--- src/rtl/rr_arbiter8.sv ---
// 8-way round-robin arbiter with per-owner hold limit and a saturating grant counter.
// Latency: grant is registered, visible one cycle after the request edge; no idle bubble on handover.
// Backpressure: none; en low releases the current owner and blocks new grants.
module rr_arbiter8 #(
    parameter int MAX_HOLD = 8
) (
    input  logic       clk,
    input  logic       rst,
    input  logic       en,
    input  logic [7:0] req,
    output logic [7:0] gnt,
    output logic [2:0] gnt_idx,
    output logic       gnt_valid,
    output logic [7:0] grant_cnt
);

    typedef enum logic {IDLE, GRANT} state_t;

    localparam logic [7:0] HOLD_LAST = 8'(MAX_HOLD - 1);

    state_t     state, state_n;
    logic [2:0] owner, owner_n;
    logic [2:0] ptr, ptr_n;
    logic [7:0] hold_cnt, hold_n;
    logic       start;

    logic       keep, rel;
    logic [2:0] search_base;
    logic [2:0] cand;
    logic [2:0] win_idx;
    logic       win_found;

    always_comb begin
        keep        = (state == GRANT) && en && req[owner] && (hold_cnt < HOLD_LAST);
        rel         = (state == GRANT) && !keep;
        // On release the search already starts past the outgoing owner.
        search_base = rel ? owner + 3'd1 : ptr;
    end

    // Walk offsets from the far end so the nearest requester wins last.
    always_comb begin
        win_found = 1'b0;
        win_idx   = search_base;
        cand      = search_base;
        for (int i = 7; i >= 0; i--) begin
            cand = search_base + 3'(i);
            if (req[cand]) begin
                win_found = 1'b1;
                win_idx   = cand;
            end
        end
    end

    always_comb begin
        state_n = state;
        owner_n = owner;
        ptr_n   = ptr;
        hold_n  = hold_cnt;
        start   = 1'b0;
        case (state)
            IDLE: begin
                if (en && win_found) begin
                    state_n = GRANT;
                    owner_n = win_idx;
                    hold_n  = 8'd0;
                    start   = 1'b1;
                end
            end
            GRANT: begin
                if (keep) begin
                    hold_n = hold_cnt + 8'd1;
                end else begin
                    ptr_n = owner + 3'd1;
                    if (en && win_found) begin
                        owner_n = win_idx;
                        hold_n  = 8'd0;
                        start   = 1'b1;
                    end else begin
                        state_n = IDLE;
                        hold_n  = 8'd0;
                    end
                end
            end
            default: state_n = IDLE;
        endcase
    end

    always_ff @(posedge clk or negedge rst) begin
        if (!rst) begin
            state     <= IDLE;
            owner     <= 3'd0;
            ptr       <= 3'd0;
            hold_cnt  <= 8'd0;
            gnt       <= 8'd0;
            gnt_idx   <= 3'd0;
            gnt_valid <= 1'b0;
            grant_cnt <= 8'd0;
        end else begin
            state     <= state_n;
            owner     <= owner_n;
            ptr       <= ptr_n;
            hold_cnt  <= hold_n;
            gnt       <= (state_n == GRANT) ? (8'd1 << owner_n) : 8'd0;
            gnt_valid <= (state_n == GRANT);
            if (state_n == GRANT) begin
                gnt_idx <= owner_n;
            end
            if (start && (grant_cnt != 8'hFF)) begin
                grant_cnt <= grant_cnt + 8'd1;
            end
        end
    end

endmodule

--- config.mk ---
export PLATFORM = sky130hd
export DESIGN_NAME = rr_arbiter8
export DESIGN_NICKNAME = d
export VERILOG_FILES = /design/src/rtl/rr_arbiter8.sv
export SDC_FILE = /design/constraint.sdc
export NUM_CORES = 1
export LEC_CHECK = 0
export BUFFER_PORTS_ARGS = -buffer_cell sky130_fd_sc_hd__buf_4
export CAP_MARGIN = 30
export CORE_ASPECT_RATIO = 1.75
export CORE_MARGIN = 2
export CORE_UTILIZATION = 52
export DETAILED_ROUTE_END_ITERATION = 7
export HOLD_SLACK_MARGIN = 0.05
export PLACE_DENSITY = 0.83
export REMOVE_ABC_BUFFERS = 1
export SLEW_MARGIN = 0
export SYNTH_ARGS = -nofsm -noshare
export SYNTH_HDL_FRONTEND = slang
export SYNTH_SLANG_ARGS = --single-unit
--- constraint.sdc ---
create_clock -name clk -period 4.9 [get_ports clk]
set_input_delay 0.735 -clock clk [delete_from_list [all_inputs] [get_ports clk]]
set_output_delay 0.735 -clock clk [all_outputs]
set_load 0.1 [all_outputs]
Word-level counts from Yosys, hierarchy flattened
Cells that the tools add are included.
- output and inout port bits: 20
- input port bits: 11
- register bits: 34
- word-level logic and storage cells: 87
- $add $sub $neg: 10
- order comparisons: 10
- bitwise gates (word level): 2
- reductions and logical operators: 8
- shift operators: 1
- eq/ne operators: 2
- multiplexer cells: 47
- operators with widths (kind ; number):
    < comparator 3 x 4 -> 1 bit, second input constant ; 9
    2-to-1 mux 3 bit ; 11
    binary-select mux 1 bit (select 3 bit) ; 9
    2-to-1 mux 8 bit ; 3
    2-to-1 mux 1 bit ; 20
    adder 8 x 1 -> 8 bit, second input constant ; 2
    case mux 8 bit (2 select lines) ; 1
    adder 3 bit, second input constant ; 4
    < comparator 8 x 3 -> 1 bit, second input constant ; 1
    != test 8 bit, second input constant ; 1
    << shifter 1 x 3 -> 8 bit, first input constant ; 1
    adder 3 x 1 -> 3 bit, second input constant ; 2
    adder 3 x 2 -> 3 bit, second input constant ; 2
    logical AND 1 bit ; 6
    case mux 3 bit (2 select lines) ; 1
    case mux 1 bit (2 select lines) ; 2
    != test 2 bit, second input constant ; 1
    inverter 1 bit ; 2
    AND reduction 2 bit ; 1
    zero test 1 bit ; 1

Longest topological paths before layout
Gate-level depths: netlist of run 1.
- depth in word-level cells: 24
- depth in mapped cells: 19

Worst setup path before layout of run 1
No wires, ideal clock.
- path kind: register to register
- start: register state
- end: register gnt_idx[0]
- stages on the path, launching flop included: 18
- path slack: -566 ps
- setup time: 126 ps
- arrival time: 5340 ps
- cells stage by stage: dfrtp_1 > or4b_4 > or3_1 > buf_2 > o31ai_4 > mux2i_1 > inv_2 > buf_4 > ha_1 > clkbuf_1 > inv_1 > nor3_1 > o32ai_1 > or3_1 > or4_4 > nand4_1 > o21ai_2 > mux2_4
- longest elaborated chain between the ends: 21
- elaborated cells between the ends (all ways): 53
- those cells by class: 7 x add/sub; 39 x mux; 1 x bitwise; 6 x reduce/logical
- RTL lines (what ; line ; source):
    start: declaration ; 21 ; state_t state, state_n;
    start signal: assignment ; 99 ; state <= state_n;
    logical AND 1 bit (3 in a row) ; 34 ; keep = (state == GRANT) && en && req[owner] && (hold_cnt < HOLD_LAST);
    zero test 1 bit ; 35 ; rel = (state == GRANT) && !keep;
    logical AND 1 bit ; 35 ;
    2-to-1 mux 3 bit ; 37 ; search_base = rel ? owner + 3'd1 : ptr;
    adder 3 bit ; 46 ; cand = search_base + 3'(i);
    binary-select mux 1 bit (select 3 bit) ; 47 ; if (req[cand]) begin
    2-to-1 mux 1 bit (implied by the code) ; 47 ;
    2-to-1 mux 1 bit (8 in a row) ; 47 ;
    logical AND 1 bit ; 62, 74 ;
    2-to-1 mux 3 bit ; 62, 74 ;
    2-to-1 mux 3 bit ; 70 ; if (keep) begin
    case mux 3 bit (2 select lines) * ; 60 ; case (state)
    named net owner_n[0] ; 22 ; logic [2:0] owner, owner_n;
    end signal: assignment ; 106 ; gnt_idx <= owner_n;
    end: declaration ; 12 ; output logic [2:0] gnt_idx,
Mark *: on every way through the listed nets, which the timed path passes. The rest lies on a longest branch. The select of a mux whose other input is x is not followed.
A chain may end at the register's enable or synchronous reset.

Final worst setup path of run 1
- start: register hold_cnt[5]
- end: register gnt_idx[2]
- longest elaborated chain between the ends: 20
- elaborated cells between the ends (all ways): 51
- those cells by class: 7 x add/sub; 1 x order compare; 39 x mux; 4 x reduce/logical
- RTL lines (what ; line ; source):
    start: declaration ; 24 ; logic [7:0] hold_cnt, hold_n;
    start signal: assignment ; 102 ; hold_cnt <= hold_n;
    < comparator 8 x 3 -> 1 bit * ; 34 ;
    logical AND 1 bit * ; 34 ;
    zero test 1 bit ; 35 ;
    logical AND 1 bit ; 35 ;
    2-to-1 mux 3 bit ; 37 ;
    adder 3 bit ; 46 ;
    binary-select mux 1 bit (select 3 bit) ; 47 ;
    2-to-1 mux 1 bit (implied by the code) ; 47 ;
    2-to-1 mux 1 bit (8 in a row) ; 47 ;
    logical AND 1 bit ; 62, 74 ;
    2-to-1 mux 3 bit ; 62, 74 ;
    2-to-1 mux 3 bit ; 70 ;
    case mux 3 bit (2 select lines) * ; 60 ;
    named net owner_n[2] ; 22 ;
Marked as above.

==> run metrics, run 1 <==
DR vias/cell=about 6.6; TritonCTS Buffers=5; Detail Route Antenna Nets=0; area grow syn2layout=16.0%; most frequent cells in the layout=48 x buf_4, 34 x dfrtp_1, 31 x nor2_1; All-Layer GR Usage=30.3%; RD Place Congestion=between 0.9 and 1; ratio of cells with drive above 1 in the final layout=a little under a quarter; Synth cell types=75; Synthesis Warnings=0; worst hold path type=input port to async pin; GRT overflow=0; syn avg cell area=between 8 and 9 sq um; crit path time final=around 4600 ps; max cap viols=0; Via Count=between 3000 and 4000; Worst Path Required=a little over 5000 ps; I/O Pins=31; Clock transition at path regs=approximately 70 ps; GR Layer Usage met1=about 31%; core box area=roughly 5500 sq um; RSZ-0062 raised after global routing=no; final wirelength=just over 9 mm; number of buffers inserted by hold repair at cts=0; actual slew at the worst max-slew pin=786 ps; clock root buffer=clkbuf_8; full die area=around 6400 sq um; Most Crowded Layer GR=met2; slowest cell delay on critical path=just under 600 ps; final setup violation count=0; port bufs=30; Netlist Area Pre-Place=2990 sq um; Slowest-stage cell, CP=or4b_4; post-CTS setup repair buffer count=0; met2 usage in global routing=53.4%; WL/cell=between 15 and 20 um; f_max=about 220 MHz; crit-path cells=or4b_4 > or3_1 > o31ai_4 > mux2i_1 > inv_2 > ha_1 > mux2i_1 > a221oi_1 > or3b_1 > a21boi_0 > a2111oi_0 > o311ai_1 > a21oi_1 > a21o_1 > mux2_2; Resize count post-CTS=0; DRC Markers=0; Post-synth EDFFs=0; Initial Util=between 50% and 60%; Rel. slew slack=between 40% and 50%; cells after synthesis=349; CTS tree=built; reg2reg setup slack=310 ps; Final nets=~400; Critical Path AT=between 4000 and 5000 ps; most common cell after layout, fill and taps aside=buf_4; FF+latch count, synth=34; clk_lat worst skew=290 ps; Bufs on Longest Clock Path=2; largest net degree at the start of global routing=35; CP Capture Type=register; n_diodes=0; initial detailed-routing violation count=around 250; Final Hold Fails=0; vias in the first global route=roughly 3100; async set-reset flop share out of synthesis=100%; clock sinks=34; drt first pass iters=4; CTS H-tree lvls=2; Worst setup SP type=register; Final HPWL DP=between 7 and 8 mm; clock skew=~7.7 ps; Pins Over Slew Limit=0; die height=between 100 and 150 um; most used cell, CP=mux2i_1; Synth Flop Type=dfrtp_1; worst hold slack=~380 ps; grt met3 use=~3.4%; die width=just over 60 um; first-pass GRT wire length=about 15 mm; initial antenna violation count=0; Tcrit/Tclk final=93.7%; CP max FO=8; status=finished, final reports clean; critical setup path kind=register to register; # rows=36; sequential area share after synthesis=~28%
## path summary, 6_finish.rpt
| check | start | end | cells after the start |
|---|---|---|---|
| min | rst | hold_cnt[3] | 1 |
| max reg2reg | hold_cnt[5] | gnt_idx[2] | 15 |
| max in group asynchronous | rst | gnt_idx[0] | 1 |
| min reg2reg | hold_cnt[7] | hold_cnt[7] | 2 |
| max | hold_cnt[5] | gnt_idx[2] | 15 |
| min in group clk | hold_cnt[7] | hold_cnt[7] | 2 |
## cells in the mapped netlist (4+ instances only)
cell type  number  area share [%]
nand2_1        23             2.9
xnor2_1         9             2.6
a31oi_1         7             1.5
mux2i_1        18             6.0
nor2_1         31             3.9
and3_1          9             1.9
o22ai_1         6             1.3
o211ai_1        4             1.0
nor4_1         10             2.1
inv_1           5            0.63
or3_1           8             1.7
and2_1          8             1.7
a21oi_1        14             2.3
clkbuf_1        8             1.0
nand2b_1        4            0.84
o21ai_0        12             2.0
nand3_1        14             2.3
dfrtp_1        34              28
o21ai_1         4            0.67
a311o_1         4             1.3
nor2b_1         8             1.7
nor3_1         10             1.7
a22o_1          5             1.5
a22oi_1         5             1.3
nand4_1         4            0.84
ha_1            4             1.7
mux2_2          8             3.0
## logic make-up (layout without fill, tap and decap cells)
group	after synthesis	after routing	share of synthesized area [%]
DFF	34	34	28.5
xor gates and xnor gates	12	12	3.52
and+or+nand+nor	143	143	26.2
buffers and inverters	23	63	3.44
adders and majority gates	4	4	1.68
muxes	28	28	10.3
AOI/OAI and AO/OA	105	105	26.4
## layout make-up
type	count	area (sq um)
clock buffer	6	82.6
clock inverter	2	16.3
fill	486	2080
inverter	7	26.3
multi-input combinational	292	2030
sequential	34	851
tap	76	95.1
timing repair buffer	48	360
## sequential cells by signal, indices dropped and copies added, names as in the netlist
| signal | flops |
|---|---|
| gnt_idx | 3 |
| owner | 3 |
| hold_cnt | 8 |
| state | 1 |
| ptr | 3 |
| gnt | 8 |
| grant_cnt | 8 |
## critical path: cells and delay by family (launching register included)
kind | cells | cell delay, ps
flops | 1 | 390
compound gates | 7 | 1360
mux | 3 | 780
fa+ha+maj | 1 | 450
buf+inv | 1 | 70
simple gates | 3 | 1420
## metrics by stage
step / setup WS, ps / setup TNS [ps] / instances / cell area (sq um) / utilization (%)
final: 307 / 0 / 465 / 3460 / 62.5
after global routing: 36.8 / 0 / 465 / 3460 / 62.5
after floorplan: -1060 / -19640 / 333 / 2910 / -
after CTS: 309 / 0 / 465 / 3460 / 62.5
after global placement: 186 / 0 / 457 / 3370 / 60.7
after detailed placement: 77.5 / 0 / 457 / 3370 / 60.7
## per-layer routing
layer | wire (um) | share of wire [%]
met1 | 3240 | 35
met2 | 4890 | 53
met3 | 394 | 4.3
met4 | 653 | 7.1
met5 | 0 | 0
Power of run 1 is left out: the tool's default activity adds up to more than one toggle a clock period on the data nets, which glitch-free logic cannot reach.
==> inputs of run 2 (changes only) <==
- CTS_BUF_LIST: unset -> sky130_fd_sc_hd__clkbuf_16
==> run 2 against run 1 <==
Against the previous run:
- design area rose by 1.3%
- hold slack improved by 18 ps
- global-route usage rose by 0.22 points
- fmax barely moved
- via count fell by 0.68%
- count of clock-buffer cells in the layout fell by 1
- critical path type unchanged
- largest cell class unchanged
==> run metrics, run 2 (same netlist as run 1, synthesis figures left out) <==
# rows=36; DR vias/cell=6.60; DRC Markers=0; GRT overflow=0; most common cell after layout, fill and taps aside=buf_4; CTS H-tree lvls=2; crit path time final=4590 ps; post-CTS setup repair buffer count=0; full die area=around 6400 sq um; number of buffers inserted by hold repair at cts=0; max cap viols=0; footprint of the multi-input gates=between 2000 and 2500 sq um; RD Place Congestion=~1.0; area grow syn2layout=17.6%; CTS tree=built; clock sinks=34; Worst setup SP type=register; final wirelength=between 9 and 10 mm; Tcrit/Tclk final=93.7%; Final Hold Fails=0; clock root buffer=clkbuf_16; most frequent cells in the layout=48 x buf_4, 34 x dfrtp_1, 31 x nor2_1; critical setup path kind=register to register; TritonCTS Buffers=5; All-Layer GR Usage=30.5%; n_diodes=0; clk_lat worst skew=between 200 and 300 ps; status=finished, final reports clean; Final HPWL DP=about 7.2 mm; I/O Pins=31; Via Count=3070; die width=roughly 61 um; WL/cell=about 20 um; port bufs=30; Pins Over Slew Limit=0; ratio of cells with drive above 1 in the final layout=between 20% and 30%; f_max=about 220 MHz; core box area=between 5000 and 6000 sq um; worst hold path type=input port to async pin; largest net degree at the start of global routing=35; Worst Path Required=5060 ps; Seq. cell area=about 850 sq um; first-pass GRT wire length=~15 mm; Resize count post-CTS=0; actual slew at the worst max-slew pin=roughly 800 ps; vias in the first global route=3125; Rel. slew slack=a little under half; Detail Route Antenna Nets=0; Critical Path AT=roughly 4800 ps; final setup violation count=0; Clock transition at path regs=50 ps; RSZ-0062 raised after global routing=no; Initial Util=53.9%; Final nets=403; die height=about 100 um; Bufs on Longest Clock Path=2; Final Core Density=between 60% and 70%; CP Capture Type=register; initial detailed-routing violation count=about 210; CP max FO=8; clock skew=just over 5 ps; Layout fillers=around 480; initial antenna violation count=0; top flop regs=gnt: 8 flops, grant_cnt: 8 flops, hold_cnt: 8 flops; drt first pass iters=4
[run 2: cell count changes in the layout (fill, tap and decap cells not counted)]
cell and change:
clkinv_1 +1, clkbuf_8 -6, clkbuf_16 +5
[run 2: cell type report]
type,count,share of cell area [%]
Multi-Input combinational cell,292,57.9
Sequential cell,34,24.2
Timing Repair Buffer,48,10.3
Clock buffer,5,3.56
Tap cell,76,2.71
Inverter,7,0.748
Clock inverter,3,0.570
[run 2: critical path, cell delays in order (launching register included)]
cell	delay, ps
dfrtp_1	390
or4b_4	580
or3_1	450
o31ai_4	230
mux2i_1	290
inv_2	60
ha_1	450
mux2i_1	220
a221oi_1	60
or3b_1	390
a21boi_0	160
a2111oi_0	80
o311ai_1	400
a21oi_1	220
a21o_1	220
mux2_2	260
[run 2: path summary, 6_finish.rpt]
check                             start      endpoint  slack (ps)  cells after the start
hold / removal                      rst   hold_cnt[5]         390                      1
setup reg to reg            hold_cnt[5]    gnt_idx[2]         310                     15
max in group asynchronous           rst        ptr[0]        4200                      1
setup / recovery            hold_cnt[5]    gnt_idx[2]         310                     15
min in group clk           grant_cnt[6]  grant_cnt[6]         500                      1
hold reg to reg            grant_cnt[6]  grant_cnt[6]         500                      1
[run 2: layer usage]
layer  up-vias  part of all wire [%]  global-route usage, %
met5         -                     0                      0
met4         0                   7.2                   21.0
met3        56                   5.4                   4.23
met2       157                    53                   53.3
met1      1432                    34                   30.8
li1       1425                     -                      -
[run 2: through the flow]
| step | cell area (sq um) | instances | worst slack, ps | TNS (ps) | hold WS (ps) |
|---|---|---|---|---|---|
| 3_5_place_dp | 3370 | 457 | 77.5 | 0 | 485 |
| 2_1_floorplan | 2910 | 333 | -1060 | -19640 | 439 |
| 5_1_grt | 3510 | 465 | 45.1 | 0 | 434 |
| 3_3_place_gp | 3370 | 457 | 186 | 0 | 479 |
| 6_report | 3510 | 465 | 307 | 0 | 394 |
| 4_1_cts | 3510 | 465 | 321 | 0 | 405 |
Power of run 2 is left out for the same reason.
